**config.mk**
```make
export PLATFORM = sky130hd
export DESIGN_NAME = serial_adder
export DESIGN_NICKNAME = d
export VERILOG_FILES = /design/src/rtl/serial_adder_pkg.sv /design/src/rtl/fulladder.sv /design/src/rtl/serial_adder.sv
export SDC_FILE = /design/constraint.sdc
export NUM_CORES = 1
export LEC_CHECK = 0
export CAP_MARGIN = 10
export CORE_MARGIN = 1.5
export CORE_UTILIZATION = 51
export CTS_BUF_LIST = sky130_fd_sc_hd__clkbuf_4 sky130_fd_sc_hd__clkbuf_8
export DETAILED_ROUTE_END_ITERATION = 12
export PLACE_DENSITY = 0.81
export SETUP_SLACK_MARGIN = 0.3
export SLEW_MARGIN = 20
export SYNTH_ARGS = -nofsm -noshare
export SYNTH_HDL_FRONTEND = slang
export SYNTH_SLANG_ARGS = --single-unit
```
**constraint.sdc**
```tcl
create_clock -name clk -period 1.3 [get_ports clk]
set_clock_uncertainty 0.05 [all_clocks]
set_input_delay 0.325 -clock clk [delete_from_list [all_inputs] [get_ports clk]]
set_output_delay 0.325 -clock clk [all_outputs]
set_load 0.1 [all_outputs]
```
**src/rtl/serial_adder_pkg.sv**
```systemverilog
// Shared definitions for the bit-serial adder: FSM state encoding and default width.
package serial_adder_pkg;

  localparam int SA_WIDTH = 8;

  typedef enum logic [1:0] {
    IDLE  = 2'd0,
    SHIFT = 2'd1,
    DONE  = 2'd2
  } sa_state_e;

endpackage

```
**src/rtl/fulladder.sv**
```systemverilog
// Gate-level single-bit full-adder cell.
module fulladder (
  input  logic x,
  input  logic y,
  input  logic ci,
  output logic s,
  output logic co
);

  logic xy_x;

  assign xy_x = x ^ y;
  assign s    = xy_x ^ ci;
  assign co   = (x & y) | (ci & xy_x);

endmodule

```
**src/rtl/serial_adder.sv**
```systemverilog
// Bit-serial N-bit adder: one full-adder cell, LSB first, carry held in a flop.
// Result is valid on the single-cycle done pulse and holds until the next accept.
module serial_adder
  import serial_adder_pkg::*;
#(
  parameter int N = SA_WIDTH
) (
  input  logic         clk,
  input  logic         rst,
  input  logic         start,
  input  logic [N-1:0] a,
  input  logic [N-1:0] b,
  input  logic         cin,
  output logic         busy,
  output logic         done,
  output logic [N-1:0] sum,
  output logic         cout
);

  localparam int             CW   = $clog2(N + 1);
  localparam logic [CW-1:0]  LAST = CW'(N - 1);

  sa_state_e     state, state_nxt;
  logic [N-1:0]  op_a, op_b, sum_q, sum_nxt;
  logic          carry;
  logic [CW-1:0] cnt;
  logic          load, shift_en;
  logic          fa_s, fa_co;

  fulladder u_fa (
    .x (op_a[0]),
    .y (op_b[0]),
    .ci(carry),
    .s (fa_s),
    .co(fa_co)
  );

  always_ff @(posedge clk or posedge rst) begin
    if (rst) state <= IDLE;
    else     state <= state_nxt;
  end

  // DONE accepts start exactly like IDLE, which gives back-to-back throughput.
  always_comb begin
    state_nxt = state;
    load      = 1'b0;
    shift_en  = 1'b0;
    case (state)
      IDLE: begin
        if (start) begin
          load      = 1'b1;
          state_nxt = SHIFT;
        end
      end
      SHIFT: begin
        shift_en = 1'b1;
        if (cnt == LAST) state_nxt = DONE;
      end
      DONE: begin
        if (start) begin
          load      = 1'b1;
          state_nxt = SHIFT;
        end else begin
          state_nxt = IDLE;
        end
      end
      default: state_nxt = IDLE;
    endcase
  end

  always_comb begin
    sum_nxt        = sum_q >> 1;
    sum_nxt[N-1]   = fa_s;
  end

  always_ff @(posedge clk or posedge rst) begin
    if (rst) begin
      op_a  <= '0;
      op_b  <= '0;
      sum_q <= '0;
      carry <= 1'b0;
      cnt   <= '0;
    end else if (load) begin
      op_a  <= a;
      op_b  <= b;
      carry <= cin;
      cnt   <= '0;
    end else if (shift_en) begin
      op_a  <= op_a >> 1;
      op_b  <= op_b >> 1;
      sum_q <= sum_nxt;
      carry <= fa_co;
      cnt   <= cnt + CW'(1);
    end
  end

  assign busy = (state == SHIFT);
  assign done = (state == DONE);
  assign sum  = sum_q;
  assign cout = carry;

endmodule

```
==> impl_metrics.env, run 1 <==
export IMPL_lastStage="5_1_grt"
export IMPL_ys_ff_latch=31
export IMPL_yosys_top_cells_area="dfrtp_1, nand2_1, a22oi_1, nand3_1, o22ai_1"
export IMPL_synth_common_cells="nand2_1, dfrtp_1, nor2_1"
export IMPL_tool_error="[ERROR DPL-0033] detailed placement checks failed during check placement."
export IMPL_clock_path_buffers=2
export IMPL_status="aborted with a tool error"
export IMPL_dp_cells=197
export IMPL_ys_async_sr_fraction_pct=100
export IMPL_synth_most_common_cell="nand2_1"
export IMPL_cts_buffers=5
export IMPL_yosys_warnings=0
export IMPL_synth_area_sq_mm=0.00135
export IMPL_port_buffers=30
export IMPL_synth_top_area_share_pct=57.5
export IMPL_die_h_um=54.5
export IMPL_synth_largest_area_cell="dfrtp_1"
export IMPL_num_rows=18
export IMPL_ys_seq_area_share_pct=57.5
export IMPL_dp_hpwl_mm=2.05
export IMPL_gp_congestion=0.746
export IMPL_synth_cells=138
export IMPL_clock_sinks=31
export IMPL_die_w_um=54.5
export IMPL_syn_num_nets=160
export IMPL_clock_tree_root_cell="clkbuf_4"
export IMPL_crit_endpoint="busy"
export IMPL_initial_utilization_pct=54.0
export IMPL_antenna_found_initial=0
export IMPL_worstEndpointType="output port"
export IMPL_htreeDepth=2
export IMPL_synth_edf_count=0
export IMPL_grt_max_degree=32
export IMPL_yosysUniqueCellTypes=24
export IMPL_synth_flop_cell="dfrtp_1"
export IMPL_io_pins=31
export IMPL_syn_avg_cell_area_sq_um=9.78
-- timing repair --
item | CTS
cloned | 3
resized for setup | 24
hold buffers | 0
buffers inserted | 13
pin swaps | 3
setup endpoints to repair | 42
-- per-stage QoR --
stage / hold WS [ns] / instance area [sq um] / util, % / worst slack (ns)
floorplan: 0.197 / 1520 / - / -0.0304
CTS: 0.297 / 2250 / 89.9 / -0.204
global placement: 0.419 / 1940 / 77.8 / -0.312
detailed placement: 0.430 / 1940 / 77.8 / -0.332
-- logic make-up after synthesis --
family | Yosys count | share of synthesized area [%]
AND/OR/NAND/NOR | 70 | 21.8
AO/OA/AOI/OAI | 20 | 10.0
flip-flops | 31 | 57.5
buffers and inverters | 12 | 4.82
multiplexers | 3 | 3.52
adder cells (fa/ha/maj) | 2 | 2.41
==> run 2: changes to the inputs <==
- CORE_AREA: default -> 2 2 63 65
- CORE_MARGIN: 1.5 -> default
- CORE_UTILIZATION: 51 -> default
- CTS_BUF_LIST: sky130_fd_sc_hd__clkbuf_4 sky130_fd_sc_hd__clkbuf_8 -> default
- DIE_AREA: default -> 0 0 65 67
- PLACE_DENSITY: 0.81 -> default
- PLACE_DENSITY_LB_ADDON: default -> 0.15
- SETUP_SLACK_MARGIN: 0.3 -> default
==> run 2 against run 1 <==
The flow now finishes, with violations (negative setup slack). Synthesized area unchanged. Synthesized cell count did not move.
==> impl_metrics.env, run 2 <==
export IMPL_status="complete, but fails checks"
export IMPL_violations="negative setup slack"
export IMPL_cp_required_ns=0.93
export IMPL_fmax_ghz=0.676
export IMPL_grt_pass1_vias=1117
export IMPL_finalWirelength_mm=3.35
export IMPL_worstHoldPathType="input port to asynchronous set/reset pin"
export IMPL_dp_cells=218
export IMPL_final_common_cell="nand2_1"
export IMPL_port_buffers=30
export IMPL_slew_violations=0
export IMPL_synth_most_common_cell="nand2_1"
export IMPL_htreeDepth=2
export IMPL_crit_start="state[0]"
export IMPL_internal_power_w=0.00403
export IMPL_synth_flop_cell="dfrtp_1"
export IMPL_num_rows=22
export IMPL_syn_num_nets=160
export IMPL_drive_gt1_share_pct=39.0
export IMPL_end_kind="output port"
export IMPL_period_needed_ns=1.48
export IMPL_irDropWorstVdd_uv=1110
export IMPL_cts_buffers=5
export IMPL_ys_async_sr_fraction_pct=100
export IMPL_crit_path_end="busy"
export IMPL_synth_edf_count=0
export IMPL_crit_path_max_incr_delay_ns=0.40
export IMPL_grt_remaining_overflow=0
export IMPL_stdcell_count=235
export IMPL_crit_type="flop to output port"
export IMPL_rsz0062_at_grt="yes"
export IMPL_clkLatencyLatePin_ns=0.28
export IMPL_power_density_mw_per_mm2=3040
export IMPL_critical_path_max_fanout=2
export IMPL_ys_ff_latch=31
export IMPL_syn_avg_cell_area_sq_um=9.78
export IMPL_syn_to_final_growth_pct=75.0
export IMPL_clock_sinks=31
export IMPL_cp_slowest_cell="dfrtp_1"
export IMPL_n_antenna_cell=0
export IMPL_worstPathArrival_ns=1.10
export IMPL_core_area_sq_mm=0.00361
export IMPL_net_switching_power_w=0.00315
export IMPL_layout_common_cells="nand2_1, dfrtp_1, clkdlybuf4s50_1, buf_12, buf_6"
export IMPL_path_cells="buf_4 -> nand2b_4 -> inv_4 -> buf_12"
export IMPL_cts_tree="yes"
export IMPL_yosysUniqueCellTypes=24
export IMPL_tightestPinTransition_ns=0.213
export IMPL_finalHoldViolCount=0
export IMPL_clock_path_buffers=2
export IMPL_synth_largest_area_cell="dfrtp_1"
export IMPL_fin_util_pct=65.5
export IMPL_totalPowerFinal_w=0.00718
export IMPL_grt_pass1_wl_mm=5.05
export IMPL_clock_tree_root_cell="clkbuf_8"
export IMPL_drv_cap=0
export IMPL_synth_top_area_share_pct=57.5
export IMPL_antenna_found_initial=0
export IMPL_io_pins=31
export IMPL_drt_iter0_drc=58
export IMPL_synth_common_cells="nand2_1, dfrtp_1, nor2_1"
export IMPL_gp_congestion=0.764
export IMPL_drc=0
export IMPL_slew_headroom_pct=85.8
export IMPL_die_h_um=67
export IMPL_routedWlPerCell_um=14.3
export IMPL_p_leak_nw=1.06
export IMPL_drt_pass1_iter_count=2
export IMPL_power_frac_clock_pct=13.6
export IMPL_dp_slack_ns=-0.273
export IMPL_yosys_top_cells_area="dfrtp_1, nand2_1, a22oi_1, nand3_1, o22ai_1"
export IMPL_rr_endpoint="op_a[1]"
export IMPL_drt_antenna_violating_nets=0
export IMPL_ys_seq_area_share_pct=57.5
export IMPL_synth_cells=138
export IMPL_initial_utilization_pct=37.4
export IMPL_critPathLaunchType="flop"
export IMPL_setup_viol=21
export IMPL_dp_hpwl_mm=2.01
export IMPL_reg2regPathDepth=7
export IMPL_vias=1161
export IMPL_die_w_um=65
export IMPL_synth_area_sq_mm=0.00135
export IMPL_swShare_pct=43.9
export IMPL_yosys_warnings=0
export IMPL_die_area_sq_mm=0.00436
export IMPL_vias_per_cell=4.94
export IMPL_finalCritPeriodShare_pct=114
export IMPL_rrSetupSlack_ns=-0.11
export IMPL_fillCellCount=281
export IMPL_finalWorstSetupSlack_ns=-0.179
export IMPL_grt_use_total_pct=15.3
export IMPL_r2r_start="state[0]"
export IMPL_clk_pin_slew_ns=0.07
export IMPL_p_seq_share_pct=25.8
export IMPL_layout_nets=208
export IMPL_grt_max_degree=32
export IMPL_p_comb_share_pct=60.6
-- run 2: cell counts after synthesis --
No cell type changed its count.
-- run 2: area by class of cell --
cell class | count | area, sq um | share of cell area (%)
timing repair buffer | 51 | 704 | 29.8
inverter | 2 | 10.0 | 0.424
clock inverter | 2 | 35.0 | 1.48
multi-input combinational | 95 | 691 | 29.2
tap | 48 | 60.1 | 2.54
sequential | 31 | 779 | 33.0
clock buffer | 6 | 82.6 | 3.50
-- run 2: worst min path at each step --
stage / startpoint / slack (ns) / endpoint
after global placement: cnt[3] / 0.41 / state[1]
after CTS: rst / 0.33 / op_a[3]
after floorplan: rst / 0.38 / cnt[0]
after global routing: rst / 0.37 / op_a[3]
after detailed placement: cnt[3] / 0.44 / state[1]
final: rst / 0.33 / op_a[2]
-- run 2: cell families after synthesis --
family                   after synthesis  share of synthesized area (%)
multiplexers                           3                           3.52
flip-flops                            31                           57.5
adder cells (fa/ha/maj)                2                           2.41
AO/OA/AOI/OAI                         20                           10.0
buffers and inverters                 12                           4.82
AND/OR/NAND/NOR                       70                           21.8
-- run 2: stage by stage --
stage | instance area, sq um | setup TNS [ns] | hold WS [ns]
floorplan | 1370 | -0.346 | 0.379
global placement | 1910 | -4.39 | 0.414
detailed placement | 1910 | -4.53 | 0.436
CTS | 2160 | -1.58 | 0.327
global route | 2360 | -3.01 | 0.369
finish | 2360 | -1.55 | 0.326
-- run 2: power by group through the flow --
stage | Sequential [W] | Clock (W) | Combinational, W
6_report | 0.00186 | 0.000973 | 0.00435
2_1_floorplan | 0.00258 | 0 | 0.00143
4_1_cts | 0.00181 | 0.000996 | 0.00379
5_1_grt | 0.00191 | 0.00106 | 0.00463
3_3_place_gp | 0.00177 | 0 | 0.00338
3_5_place_dp | 0.00180 | 0 | 0.00341
-- run 2: routing by layer --
layer	wire length, um	track usage (%)	vias to the layer above
met5	0	0	-
met4	44	3.99	0
met3	148	5.24	4
met2	1730	25.5	26
met1	1430	19.0	568
li1	-	-	563
-- run 2: repair_timing --
| action | in CTS | in global routing |
|---|---|---|
| pin swaps | 4 | 6 |
| setup buffers | 3 | 4 |
| endpoints found under the setup margin | 7 | 30 |
| hold buffers | 0 | 0 |
| resized for setup | 19 | 33 |
| gates cloned | 1 | 1 |
-- run 2: critical path, delay by kind of cell (launching register included) --
| kind | cells | cell delay (ns) |
|---|---|---|
| buf+inv | 3 | 0.34 |
| flops | 1 | 0.40 |
| simple gates | 1 | 0.08 |
Note: power is estimated with default switching activity, not from simulation.
==> run 3: changes to the inputs <==
- GPL_TIMING_DRIVEN: default -> 0
- SETUP_SLACK_MARGIN: default -> 0.05
==> run 3 against run 2 <==
The flow still finishes with violations (negative setup slack). Via count increased by 1.8%. Critical path depth up 1. Hold slack better by 0.093 ns. Die area did not move. Setup slack got worse by 0.10 ns. Register-to-register slack better by 0.05 ns. Clock power fell by 28%. Count of clock-buffer cells in the layout rose by 2. Power decreased by 7.6%. First-iteration DRC count up 3.4%. Sequential power hardly changed. Final area decreased by 4.2%. Largest cell class unchanged. Largest power group unchanged.
==> impl_metrics.env, run 3 (synthesis gave the netlist of run 2 again) <==
export IMPL_irDropWorstVdd_uv=1030
export IMPL_p_leak_nw=1.02
export IMPL_finalHoldViolCount=0
export IMPL_core_area_sq_mm=0.00361
export IMPL_grt_use_total_pct=18.2
export IMPL_antenna_found_initial=0
export IMPL_crit_start="state[0]"
export IMPL_drt_iter0_drc=60
export IMPL_vias=1182
export IMPL_finalWirelength_mm=3.50
export IMPL_rrSetupSlack_ns=-0.06
export IMPL_drv_cap=0
export IMPL_drc=0
export IMPL_drt_antenna_violating_nets=0
export IMPL_slew_violations=0
export IMPL_worstHoldPathType="input port to asynchronous set/reset pin"
export IMPL_place_area_sq_mm=0.00176
export IMPL_grt_pass1_wl_mm=5.70
export IMPL_holdWs_ns=0.419
export IMPL_layout_nets=213
export IMPL_finalWorstSetupSlack_ns=-0.283
export IMPL_n_antenna_cell=0
export IMPL_drt_pass1_iter_count=4
export IMPL_end_kind="output port"
export IMPL_status="complete, but fails checks"
export IMPL_use_met2_pct=31.1
export IMPL_clock_path_buffers=2
export IMPL_io_pins=31
export IMPL_slew_headroom_pct=57.1
export IMPL_htreeDepth=2
export IMPL_finish_instance_area_sq_mm=0.00226
export IMPL_vias_per_cell=4.93
export IMPL_dp_slack_ns=-1.05
export IMPL_rsz0062_at_grt="yes"
export IMPL_use_met3_pct=5.57
export IMPL_worstPathArrival_ns=1.21
export IMPL_die_w_um=65
export IMPL_r2r_start="state[0]"
export IMPL_fmax_ghz=0.632
export IMPL_cts_tree="yes"
export IMPL_syn_to_final_growth_pct=67.7
export IMPL_critPathLaunchType="flop"
export IMPL_gp_congestion=0.739
export IMPL_period_needed_ns=1.58
export IMPL_totalPowerFinal_w=0.00664
export IMPL_finalCritPeriodShare_pct=122
export IMPL_drive_gt1_share_pct=43.2
export IMPL_cts_hold_buf=0
export IMPL_cts_buffers=5
export IMPL_grt_remaining_overflow=0
export IMPL_die_area_sq_mm=0.00436
export IMPL_final_common_cell="nand2_1"
export IMPL_routedWlPerCell_um=14.6
export IMPL_fillCellCount=301
export IMPL_clk_pin_slew_ns=0.06
export IMPL_num_rows=22
export IMPL_initial_utilization_pct=37.4
export IMPL_layout_common_cells="nand2_1, dfrtp_1, clkdlybuf4s50_1, buf_12, buf_4"
export IMPL_grt_busiest_layer="met2"
export IMPL_cp_required_ns=0.93
export IMPL_clock_sinks=31
export IMPL_tns_ns=-1.05
export IMPL_power_density_mw_per_mm2=2930
export IMPL_grt_max_degree=32
export IMPL_critical_path_max_fanout=2
export IMPL_tightestPinTransition_ns=0.643
export IMPL_clkLatencyLatePin_ns=0.27
export IMPL_violations="negative setup slack"
export IMPL_crit_type="flop to output port"
export IMPL_dp_hpwl_mm=2.06
export IMPL_gr_usage_met1_pct=21.4
export IMPL_clock_tree_root_cell="clkbuf_8"
export IMPL_port_buffers=30
export IMPL_setup_viol=20
export IMPL_grt_pass1_vias=1196
export IMPL_die_h_um=67
run 3: power by group:
part	switching, W	total (W)	internal (W)
clock network	0.000319	0.000698	0.000379
registers	0.000392	0.00183	0.00144
logic	0.00230	0.00411	0.00180
run 3: final timing paths:
kind,endpoint,cells after the start
max,busy,5
min,state[1],2
max reg2reg,cnt[2],6
min reg2reg,state[1],1
max in group asynchronous,cout,2
min in group clk,state[1],1
run 3: per-layer routing:
metal	routed length (um)	vias up	part of all wire, %
li1	-	569	-
met1	1520	580	43
met2	1770	26	51
met3	145	7	4.1
met4	59	0	1.7
met5	0	-	0
run 3: through the flow:
step | std cells | utilization (%)
after detailed placement | 216 | 48.8
after global placement | 216 | 48.8
final | 240 | 62.8
after floorplan | 138 | -
after global routing | 240 | 62.8
after CTS | 240 | 60.3
run 3: what timing repair did:
action	CTS	global route
setup buffers	13	3
pin swaps	8	14
gates cloned	4	0
endpoints found under the setup margin	27	41
resized for setup	129	23
run 3: cell type report:
class	instances	area (sq um)	share of cell area [%]
plain buffers	9	110	4.86
repair buffers	47	556	24.5
multi-input cells	95	659	29.1
well taps	48	60.1	2.65
clock buffers	8	80.1	3.54
flip-flops and latches	31	791	34.9
inverters	2	7.51	0.332
run 3: worst max-delay path, stage by stage, from the launching register on:
cell,delay (ns)
dfrtp_2,0.43
nand2b_4,0.08
inv_2,0.04
buf_6,0.11
buf_12,0.12
buf_12,0.15
==> run 4: changes to the inputs <==
- TNS_END_PERCENT: default -> 50
==> run 4 against run 3 <==
The flow still finishes with violations (negative setup slack). Clock power increased by 15%. Hold slack improved by 0.0016 ns. Register-to-register slack improved by 0.05 ns. Sequential cell count unchanged. Global-route usage decreased by 1.6 points. Die area unchanged. Final area decreased by 2.4%. Combinational power decreased by 3%. Fmax decreased by 0.49%. Core utilization decreased by 1.5 points. Non-clock buffer count decreased by 1. Power decreased by 0.73%. Critical path type unchanged. Largest power group unchanged.
==> impl_metrics.env, run 4 (synthesis gave the netlist of run 2 again) <==
export IMPL_die_w_um=65
export IMPL_layout_common_cells="nand2_1, dfrtp_1, clkdlybuf4s50_1, buf_4, buf_12"
export IMPL_drive_gt1_share_pct=33.5
export IMPL_antenna_found_initial=0
export IMPL_worstPathArrival_ns=1.22
export IMPL_finish_instance_area_sq_mm=0.00221
export IMPL_core_area_sq_mm=0.00361
export IMPL_p_seq_share_pct=27.3
export IMPL_initial_utilization_pct=37.4
export IMPL_grt_pass1_vias=1228
export IMPL_gp_congestion=0.717
export IMPL_finalCritPeriodShare_pct=122
export IMPL_critical_path_max_fanout=2
export IMPL_violations="negative setup slack"
export IMPL_syn_to_final_growth_pct=63.6
export IMPL_swShare_pct=44.5
export IMPL_fmax_ghz=0.629
export IMPL_n_antenna_cell=0
export IMPL_tns_ns=-0.555
export IMPL_grt_remaining_overflow=0
export IMPL_p_comb_share_pct=60.4
export IMPL_finalWorstSetupSlack_ns=-0.291
export IMPL_routedWlPerCell_um=13.8
export IMPL_finalHoldViolCount=0
export IMPL_cts_tree="yes"
export IMPL_clkLatencyLatePin_ns=0.27
export IMPL_vias=1165
export IMPL_status="complete, but fails checks"
export IMPL_drt_antenna_violating_nets=0
export IMPL_irDropWorstVdd_uv=1100
export IMPL_critPathLaunchType="flop"
export IMPL_clk_pin_slew_ns=0.06
export IMPL_power_frac_clock_pct=12.2
export IMPL_die_area_sq_mm=0.00436
export IMPL_drt_iter0_drc=60
export IMPL_grt_pass1_wl_mm=5.40
export IMPL_clock_sinks=31
export IMPL_dp_hpwl_mm=2.05
export IMPL_num_rows=22
export IMPL_rsz0062_at_grt="yes"
export IMPL_totalPowerFinal_w=0.00659
export IMPL_vias_per_cell=4.87
export IMPL_crit_type="flop to output port"
export IMPL_rrSetupSlack_ns=-0.01
export IMPL_cts_buffers=5
export IMPL_grt_use_total_pct=16.6
export IMPL_setup_viol=5
export IMPL_place_area_sq_mm=0.00175
export IMPL_layout_nets=212
export IMPL_cp_required_ns=0.93
export IMPL_end_kind="output port"
export IMPL_internal_power_w=0.00366
export IMPL_fillCellCount=321
export IMPL_slew_headroom_pct=56.1
export IMPL_slew_violations=0
export IMPL_clock_path_buffers=2
export IMPL_drt_pass1_iter_count=4
export IMPL_tightestPinTransition_ns=0.658
export IMPL_power_density_mw_per_mm2=2980
export IMPL_worstHoldPathType="input port to asynchronous set/reset pin"
export IMPL_drc=0
export IMPL_io_pins=31
export IMPL_period_needed_ns=1.59
export IMPL_port_buffers=30
export IMPL_rr_endpoint="cnt[3]"
export IMPL_clock_tree_root_cell="clkbuf_8"
export IMPL_fin_util_pct=61.2
export IMPL_final_common_cell="nand2_1"
export IMPL_grt_max_degree=32
export IMPL_p_leak_nw=1.02
export IMPL_reg2regPathDepth=6
export IMPL_finalWirelength_mm=3.29
export IMPL_htreeDepth=2
export IMPL_net_switching_power_w=0.00293
export IMPL_drv_cap=0
export IMPL_r2r_start="state[1]"
export IMPL_die_h_um=67
export IMPL_dp_slack_ns=-1.09
==> run 4: repair_timing <==
action	CTS	global route
pin swaps	0	2
resized for setup	126	11
buffers inserted	14	1
cloned	1	0
endpoints found under the setup margin	27	40
hold buffers	0	0
==> run 4: per-stage QoR <==
step / instances / hold slack [ns]
after detailed placement: 216 / 0.418
after global placement: 216 / 0.407
after global routing: 239 / 0.472
after floorplan: 138 / 0.378
after CTS: 239 / 0.430
final: 239 / 0.421
==> run 4: area by class of cell <==
class	instances	area, sq um	share of cell area (%)
sequential	31	781	35.4
multi-input combinational	95	604	27.4
timing repair buffer	46	537	24.3
buffer	9	116	5.27
clock buffer	8	100	4.53
tap	48	60.1	2.72
inverter	2	10.0	0.453
==> run 4: worst max-delay path by stage <==
stage	startpoint	endpoint	slack, ns
2_1_floorplan	cout	sum[7]	-0.03
3_3_place_gp	state[1]	busy	-1.06
3_5_place_dp	state[1]	busy	-1.09
4_1_cts	state[1]	busy	-0.31
5_1_grt	state[0]	busy	-0.34
6_report	state[1]	busy	-0.29
==> run 4: power groups by stage <==
stage / Combinational [W] / Sequential [W] / Clock, W
floorplan: 0.00146 / 0.00259 / 0
global placement: 0.00297 / 0.00172 / 0
detailed placement: 0.00303 / 0.00175 / 0
CTS: 0.00392 / 0.00178 / 0.000837
global route: 0.00425 / 0.00186 / 0.000875
finish: 0.00398 / 0.00180 / 0.000805
==> run 4: worst max-delay path, stage by stage, from the launching register on <==
cell,delay (ns)
dfrtp_1,0.38
nand2b_4,0.15
inv_4,0.05
buf_6,0.10
buf_12,0.09
buf_12,0.16
==> run 4: routing by layer <==
metal	routed length, um	global-route usage (%)
met1	1450	19.5
met2	1690	30.0
met3	151	5.07
met4	0	3.19
met5	0	0
